==> config.mk <==
export PLATFORM = sky130hd
export DESIGN_NAME = plab4_net_router_input_buffer_sep
export DESIGN_NICKNAME = d
export VERILOG_FILES = /design/src/rtl/plab4_net_router_input_buffer_sep.sv
export SDC_FILE = /design/constraint.sdc
export NUM_CORES = 1
export LEC_CHECK = 0
export BUFFER_PORTS_ARGS = -buffer_cell sky130_fd_sc_hd__buf_2
export CAP_MARGIN = 20
export CORE_ASPECT_RATIO = 0.9
export CORE_MARGIN = 2
export CORE_UTILIZATION = 55
export CTS_BUF_LIST = sky130_fd_sc_hd__clkbuf_8
export CTS_CLUSTER_DIAMETER = 80
export DETAILED_ROUTE_END_ITERATION = 8
export PLACE_DENSITY = 0.89
export SLEW_MARGIN = 20
export SYNTH_ARGS = -nofsm -noshare
export SYNTH_HDL_FRONTEND = slang
export SYNTH_SLANG_ARGS = --single-unit
==> constraint.sdc <==
create_clock -name clk -period 3.9 [get_ports clk]
set_input_delay 0.195 -clock clk [delete_from_list [all_inputs] [get_ports clk]]
set_output_delay 0.195 -clock clk [all_outputs]
set_load 0.02 [all_outputs]
==> src/rtl/plab4_net_router_input_buffer_sep.sv <==
// plab4_net_router_input_buffer_sep
//
// Per-input-port message queue of a ring router. Incoming network messages
// are buffered in a small circular FIFO. The head message, its destination
// field and a valid bit are presented to the router's input terminal
// control. The free-entry count is published for bubble flow control in
// neighbouring routers.
//
// Ports:
//   clk       - sole clock, rising edge
//   reset     - synchronous, active-high; clears pointers and occupancy
//   domain    - static security label; no functional effect
//   in_val    - upstream message valid
//   in_rdy    - queue can accept a message this cycle (not full)
//   in_msg    - incoming message
//   out_val   - head entry valid (not empty)
//   out_rdy   - control stage consumes the head this cycle
//   out_msg   - head message (don't-care while out_val is 0)
//   out_dest  - destination field sliced from out_msg
//   num_free  - p_num_entries minus current occupancy

module plab4_net_router_input_buffer_sep #(
  parameter int p_msg_nbits      = 44,
  parameter int p_num_entries    = 4,
  parameter int p_num_routers    = 8,
  parameter int p_dest_lsb       = 32,
  parameter int p_num_free_nbits = 3,
  localparam int c_dest_nbits    = $clog2(p_num_routers),
  localparam int c_addr_nbits    = $clog2(p_num_entries)
) (
  input  logic                        clk,
  input  logic                        reset,
  input  logic                        domain,
  input  logic                        in_val,
  output logic                        in_rdy,
  input  logic [p_msg_nbits-1:0]      in_msg,
  output logic                        out_val,
  input  logic                        out_rdy,
  output logic [p_msg_nbits-1:0]      out_msg,
  output logic [c_dest_nbits-1:0]     out_dest,
  output logic [p_num_free_nbits-1:0] num_free
);

  localparam logic [c_addr_nbits:0] c_full = (c_addr_nbits+1)'(p_num_entries);

  logic [p_msg_nbits-1:0]  storage [p_num_entries];
  logic [c_addr_nbits-1:0] enq_ptr;
  logic [c_addr_nbits-1:0] deq_ptr;
  logic [c_addr_nbits:0]   count;

  logic do_enq;
  logic do_deq;

  // The security label only tags data; it never steers the datapath.
  logic domain_unused;
  assign domain_unused = domain;

  // Ready/valid come purely from registered occupancy, so in_rdy never
  // depends on out_rdy (no bypass when full, no combinational loop).
  assign in_rdy  = (count != c_full);
  assign out_val = (count != '0);
  assign do_enq  = in_val && in_rdy;
  assign do_deq  = out_val && out_rdy;

  assign out_msg  = storage[deq_ptr];
  assign out_dest = out_msg[p_dest_lsb +: c_dest_nbits];
  assign num_free = p_num_free_nbits'(c_full - count);

  // Storage is deliberately not reset; out_val masks stale entries.
  // Writes are suppressed during reset so a reset-cycle enqueue is ignored.
  always_ff @(posedge clk) begin
    if (do_enq && !reset)
      storage[enq_ptr] <= in_msg;
  end

  // Pointers wrap naturally because the depth is a power of two.
  always_ff @(posedge clk) begin
    if (reset) begin
      enq_ptr <= '0;
      deq_ptr <= '0;
      count   <= '0;
    end
    else begin
      if (do_enq)
        enq_ptr <= enq_ptr + c_addr_nbits'(1);
      if (do_deq)
        deq_ptr <= deq_ptr + c_addr_nbits'(1);
      case ({do_enq, do_deq})
        2'b10:   count <= count + (c_addr_nbits+1)'(1);
        2'b01:   count <= count - (c_addr_nbits+1)'(1);
        default: count <= count;
      endcase
    end
  end

endmodule

# Word level (Yosys, flattened, before mapping)
# Memories as Yosys holds them, arrays and structs flattened. A register that Yosys moved wholly into a read port is not among the register bits.
# Index checks and enable logic that the tools add are counted.
dict set report totals {
  ramBits 176
  input_bits 49
  word_cells 23
  n_memories 1
  ff_bits 7
}
dict set report op_classes {
  addsub 5
  n_mux 5
  reduce_logical 6
  n_eq_ne 3
}
# name depth width read_ports rd_ports_with_merged_regs write_ports line_no
set mem_list {}
lappend mem_list {storage 4 44 1 1 1 46} ;# logic [p_msg_nbits-1:0] storage [p_num_entries];
# cell count
set op_table {}
lappend op_table {{one-hot mux 3 bit (2 select lines)} 1}
lappend op_table {{adder 2 x 1 -> 2 bit (second input constant)} 2}
lappend op_table {{two-way mux 2 bit} 2}
lappend op_table {{adder 3 x 1 -> 3 bit (second input constant)} 1}
lappend op_table {{logical AND 1 bit} 3}
lappend op_table {{!= test 3 bit (second input constant)} 1}
lappend op_table {{nonzero test 3 bit} 1}
lappend op_table {{subtractor 3 x 1 -> 3 bit (second input constant)} 1}
lappend op_table {{subtractor 3 bit (first input constant)} 1}
lappend op_table {{== test 2 x 1 -> 1 bit (second input constant)} 1}
lappend op_table {{== test 2 bit (second input constant)} 1}
lappend op_table {{two-way mux 1 bit} 2}
lappend op_table {{nonzero test 2 bit} 1}
lappend op_table {{zero test 1 bit} 1}

# Depth between registers and ports, before layout
# Gate-level depths: netlist of run 1.
dict set report depth {
  ltp_word 5
  ltp_mapped 11
  depth_no_buf 11
}

# Least setup slack after synthesis of run 1
# Ideal clock, no wire load.
dict set report synth_timing {
  kind {register to register}
  startpoint {register count[0]}
  endpoint {memory storage[0][0], enable pin}
  path_stages_with_launch 8
  path_slack_ns 1.161
  setup_ns 0.406
  synth_period_minus_slack_ns 2.739
  t_arrival_ns 2.333
  path_cell_list {dfxtp_1 inv_1 ha_1 ha_1 nor2b_1 inv_1 nor2_1 and2_1}
}
dict set report synth_between {
  elab_chain_len 5
}
# element line_no
set synth_rtl {}
lappend synth_rtl {{from (decl)} 49} ;# logic [c_addr_nbits:0] count;
lappend synth_rtl {{from (signal assigned)} 89} ;# 2'b10: count <= count + (c_addr_nbits+1)'(1);
lappend synth_rtl {{from (signal assigned)} 90} ;# 2'b01: count <= count - (c_addr_nbits+1)'(1);
lappend synth_rtl {{from (signal assigned)} 91} ;# default: count <= count;
lappend synth_rtl {{!= test 3 bit} 60} ;# assign in_rdy = (count != c_full);
lappend synth_rtl {{logical AND 1 bit} 62} ;# assign do_enq = in_val && in_rdy;
lappend synth_rtl {{logical AND 1 bit} 72} ;# if (do_enq && !reset)
lappend synth_rtl {{two-way mux 1 bit} 72}
lappend synth_rtl {{two-way mux 1 bit (implied by the code)} 73} ;# storage[enq_ptr] <= in_msg;
lappend synth_rtl {{to (decl)} 46}
# Every way passes these cells.

# Worst setup path in the final report of run 1
dict set report layout_timing {
  startpoint {register count[0]}
  endpoint {memory storage[3][42], enable pin}
}
# Same word-level chain as after synthesis.

==> results.py, run 1 <==
metrics = {
    "status": {
        "outcome": "complete, no violations",
    },
    "pwr": {
        "pwr-share-seq": 0.521,
        "swShare": 0.292,
        "clockPowerShare": 0.229,
        "irDropWorstVdd_uv": 711,
        "p_int_mw": 3.39,
        "p_leak_nw": 2.88,
        "powerDensity_nw_per_um2": 576,
        "comb_power_share": 0.250,
        "p_sw_mw": 1.40,
    },
    "logic_synthesis": {
        "synth-adder-area-share": 0.0173,
        "synth-simple-area-share": 0.0128,
        "synth_cell_types": 23,
        "synth_xor_area_frac": 0.00632,
        "synthMuxAreaShare": 0.145,
        "yosys.area.top_type": "edfxtp_1",
        "synth_seq_cells": 185,
        "yosysTopAreaCellShare": 0.762,
        "yosysSeqAreaShare": 0.788,
        "synth_warnings": 0,
        "synth_top_family_by_area": "multiplexers",
        "synth_fp_nets": 348,
        "synth_compound_area_frac": 0.00289,
        "synthTopCellsByArea": "edfxtp_1, mux4_2, dfxtp_1",
        "synth_area_um2": 6930,
        "avgSynthCellArea_um2": 23.9,
        "post_synth_inst_count": 290,
    },
    "run": {
        "drv_cap": 0,
    },
    "sta": {
        "finalCriticalPeriod_ns": 2.78,
        "fmax_mhz": 360,
        "skew_ns": 0.00635,
        "tns_ns": 0,
        "rsz0062_at_grt": "false",
        "period_share": 0.712,
        "drv_slew": 0,
        "maxSlewHeadroom": 0.417,
        "tightest_slew_ns": 0.875,
        "whs_ns": 0.158,
        "hold_viol_final": 0,
        "setup_viol": 0,
    },
    "global_routing": {
        "antenna_found_initial": 0,
        "grt_max_degree": 45,
        "grt_util_all_layers": 0.189,
        "grt_overflow": 0,
        "first_global_vias": 3694,
        "grt_pass1_wl_mm": 18.6,
    },
    "final_layout": {
        "drive_gt1_frac": 0.388,
        "antenna_cells": 0,
        "fin_area_um2": 8330,
        "nets": 501,
        "area_growth_pct": 20.2,
        "final_core_util": 0.684,
    },
    "die": {
        "core_um2": 12200,
        "rows": 38,
        "dieArea_um2": 13500,
        "io_pins": 101,
        "start_util": 0.569,
        "dieWidth_um": 122,
        "die_h_um": 111,
    },
    "worst_hold_path": {
        "hold_class": "in2reg",
    },
    "clock_tree": {
        "clock-root-buffer": "clkbuf_8",
        "clk_latency_ns": 0.44,
        "clock_sinks": 185,
        "numCtsBuffers": 17,
        "htreeDepth": 4,
        "cts_tree": "built",
        "clk_pin_slew_ns": 0.08,
        "cts.path.max_buffers": 2,
        "postCtsSetupBuffers": 0,
    },
    "worst_setup_path": {
        "worstPathRequired_ns": 4.04,
        "end_kind": "flip-flop",
        "start_kind": "flip-flop",
        "max_stage_delay_ns": 0.63,
        "slowest_stage": "and2_2",
        "critPathKind": "reg2reg",
        "cp_max_fo": 23,
        "crit_chain": "inv_1 -> ha_1 -> ha_1 -> nor2b_1 -> inv_1 -> nor2_1 -> and2_2 -> buf_4",
        "cp.arrival_ns": 2.91,
    },
    "route": {
        "drc": 0,
        "ant_nets": 0,
        "wl_per_cell_um": 18.9,
        "drt_iter0_markers": 252,
        "via_per_inst": 5.36,
        "vias": 3301,
        "drt_wl_total_mm": 11.6,
        "dr.pass1.iters": 4,
    },
    "placement": {
        "port_buffers": 99,
        "postPlaceCellArea_um2": 7540,
        "gp_congestion": 0.713,
        "dp_hpwl_mm": 6.90,
    },
}
power groups by stage:
stage                     clock network, mW  registers [mW]  logic [mW]
after global placement                    0            2.55        1.14
after CTS                              1.13            2.51        1.21
final                                  1.10            2.50        1.20
after floorplan                           0            2.39        1.07
after detailed placement                  0            2.56        1.17
after global routing                   1.20            2.54        1.28
through the flow:
step / power (mW) / worst slack, ns / instances
6_report: 4.80 / 1.12 / 616
5_1_grt: 5.03 / 0.914 / 616
3_5_place_dp: 3.73 / 1.11 / 539
4_1_cts: 4.86 / 1.09 / 616
3_3_place_gp: 3.69 / 1.33 / 539
2_1_floorplan: 3.46 / 1.16 / 290
cell families after synthesis:
group	after synthesis
AO/OA/AOI/OAI	4
XOR/XNOR	5
adder cells (fa/ha/maj)	9
buffers and inverters	25
flip-flops	185
multiplexers	44
AND/OR/NAND/NOR	18
final timing paths:
kind                            startpoint              to  slack, ns  cells past startpoint
worst max-delay path              count[0]  storage[3][42]       1.12                      8
worst min-delay path                in_val      enq_ptr[1]       0.16                      4
worst max register to register    count[0]  storage[3][42]       1.12                      8
worst min register to register  enq_ptr[1]      enq_ptr[1]       0.51                      2
synth_stat cells (all sizes together):
| library cell | number |
|---|---|
| a21oi | 3 |
| and2 | 4 |
| buf | 13 |
| clkbuf | 2 |
| dfxtp | 9 |
| edfxtp | 176 |
| fa | 1 |
| ha | 8 |
| inv | 10 |
| mux4 | 44 |
| nand2 | 2 |
| nand3b | 1 |
| nor2 | 8 |
| nor2b | 2 |
| o21ai | 1 |
| or3 | 1 |
| xnor2 | 2 |
| xor2 | 3 |
registers in the layout, indices dropped and copies added, names as in the netlist, named ones only:
register  flops
storage     176
count         3
deq_ptr       2
enq_ptr       2
placed cells by master (no fill, tap or decap), types with 4 or more instances in the layout:
cell type,count
and2_2,4
buf_2,99
buf_4,4
clkbuf_8,18
clkinv_2,6
dfxtp_1,7
dlygate4sd3_1,45
edfxtp_1,176
ha_1,8
inv_1,15
mux4_1,4
mux4_2,40
nor2_1,8
layer usage:
metal / part of all wire / global-route usage
met1: 0.40 / 0.219
met2: 0.53 / 0.323
met3: 0.049 / 0.0579
met4: 0.023 / 0.0851
met5: 0 / 0
layout make-up:
type	count	area (um2)
Sequential cell	185	5470
Fill cell	790	3840
Multi-Input combinational cell	80	1280
Timing Repair Buffer	149	996
Clock buffer	18	248
Tap cell	160	200
Clock inverter	14	91.3
Inverter	10	37.5
critical path: cells and delay by family, from the launching register on:
family	cells	cell delay, ns
AND/OR/NAND/NOR	3	1.08
buffers and inverters	3	0.57
adder cells (fa/ha/maj)	2	0.44
flip-flops	1	0.38
repair_timing:
action                    in CTS  in global routing
gates resized for setup        0                  0
hold endpoints to repair     182                  0
hold buffers                  45                  0
Power figures use the tool's default switching activity.
==> run 2, diff against run 1 <==
- CORE_UTILIZATION: 55 -> 53
- PLACE_DENSITY: 0.89 -> 0.9
- clock period: 3.9 -> 2.47 ns (I/O delays scaled with it)
==> results.py, run 2 (synthesis results as in run 1) <==
metrics = {
    "status": {
        "outcome": "complete, no violations",
    },
    "clock_tree": {
        "clock_sinks": 185,
        "clk_pin_slew_ns": 0.09,
        "clk_latency_ns": 0.44,
        "postCtsSetupBuffers": 0,
        "cts_tree": "built",
        "cts.path.max_buffers": 2,
        "clock-root-buffer": "clkbuf_8",
        "htreeDepth": 4,
        "numCtsBuffers": 17,
    },
    "die": {
        "dieWidth_um": 125,
        "die_h_um": 112,
        "rows": 39,
        "dieArea_um2": 14000,
        "io_pins": 101,
        "start_util": 0.544,
        "core_um2": 12700,
    },
    "route": {
        "drc": 0,
        "wl_per_cell_um": 18.8,
        "ant_nets": 0,
        "wl_met3_um": 768,
        "vias": 3324,
        "wl_met1_mm": 4.83,
        "top_layer_used": "met4",
        "drt_wl_total_mm": 11.8,
        "dr.pass1.iters": 4,
        "wl_met2_mm": 6.07,
        "drt_iter0_markers": 270,
        "via_per_inst": 5.31,
    },
    "sta": {
        "finalCriticalPeriod_ns": 2.34,
        "fmax_mhz": 428,
        "worst_slack_ns": 0.135,
        "hold_viol_final": 0,
        "rsz0062_at_grt": "false",
        "setup_viol": 0,
        "maxSlewHeadroom": 0.588,
        "tightest_slew_ns": 0.617,
        "drv_slew": 0,
        "skew_ns": 0.0115,
        "tns_ns": 0,
        "period_share": 0.945,
    },
    "worst_setup_path": {
        "rrSetupSlack_ns": 0.13,
        "cp_max_fo": 3,
        "cp.arrival_ns": 2.71,
        "critPathLaunch": "count[1]",
        "reg2reg_from": "count[1]",
        "worstPathRequired_ns": 2.85,
        "start_kind": "flip-flop",
        "critPathKind": "reg2reg",
        "end_kind": "flip-flop",
    },
    "final_layout": {
        "regMostFlops": "storage",
        "area_growth_pct": 22.9,
        "largest_reg_flops": 176,
        "layout_commonest_cell": "edfxtp_1",
        "layout.cells.non_filler": 626,
        "antenna_cells": 0,
        "multi_input_area_um2": 1300,
        "nets": 507,
        "drive_gt1_frac": 0.420,
        "nFillCells": 795,
        "seq_area_um2": 5470,
        "final_core_util": 0.669,
        "top_regs": "storage (176), count (3)",
        "mostFrequentLayoutCells": "edfxtp_1, buf_2, dlygate4sd3_1",
    },
    "pwr": {
        "irDropWorstVdd_uv": 802,
        "p_leak_nw": 2.90,
        "finalPower_mw": 7.78,
        "powerDensity_nw_per_um2": 914,
    },
    "placement": {
        "dp_cells": 549,
        "gp_congestion": 0.733,
        "dp_hpwl_mm": 7.39,
        "pre_cts_slack_ns": -0.0163,
        "port_buffers": 99,
    },
    "run": {
        "drv_cap": 0,
    },
    "global_routing": {
        "antenna_found_initial": 0,
        "first_global_vias": 3518,
        "grt_overflow": 0,
        "grt_max_degree": 45,
        "grt_util_all_layers": 0.174,
        "grt_pass1_wl_mm": 18.4,
    },
    "worst_hold_path": {
        "min_from": "out_rdy",
        "hold_class": "in2reg",
    },
}
-- run 2: cell count changes in the layout (fill, tap and decap cells not counted), sizes merged --
cell	before	now
buf	104	110
inv	17	14
clkbuf	18	17
clkinvlp	0	3
clkinv	6	7
-- run 2: layout make-up --
| type | instances | area share |
|---|---|---|
| Sequential cell | 185 | 0.643 |
| Multi-Input combinational cell | 80 | 0.153 |
| Timing Repair Buffer | 155 | 0.134 |
| Clock buffer | 17 | 0.0275 |
| Tap cell | 164 | 0.0241 |
| Clock inverter | 15 | 0.0150 |
| Inverter | 10 | 0.00441 |
-- run 2: what timing repair did --
item	CTS	global route
endpoints found under the hold margin	185	0
pin swaps	0	0
setup endpoints to repair	1	2
hold buffers	45	0
gates resized for setup	1	7
-- run 2: final timing paths --
check / end / cells after the start
worst max-delay path: count[2] / 10
worst min-delay path: flip-flop / 4
worst max register to register: count[2] / 10
worst min register to register: enq_ptr[1] / 2
-- run 2: power breakdown --
part           internal (mW)  total, mW  switching [mW]
Clock                  0.797       1.81            1.02
Sequential              3.65       3.78           0.131
Combinational          0.998       2.19            1.19
Total                   5.45       7.78            2.34
-- run 2: metal layers --
metal  up-vias  global-route usage
li1       1515                   -
met1      1684               0.223
met3         9              0.0515
met4         0              0.0494
met5         -                   0
met2       116               0.294
-- run 2: stage by stage --
stage | hold WS (ns) | instance area, um2
final | 0.0872 | 8520
after CTS | 0.0735 | 8500
after detailed placement | 0.340 | 7690
after floorplan | 0.222 | 6940
after global placement | 0.335 | 7690
after global routing | 0.117 | 8520
-- run 2: worst max-delay path: stages, from the launching register on --
cell and delay, ns:
dfxtp_1 0.36, inv_1 0.09, ha_2 0.19, ha_2 0.19, nor2b_2 0.15, ha_2 0.20, inv_1 0.05, fa_1 0.37
xor2_1 0.17, or3_1 0.33, a21oi_1 0.16
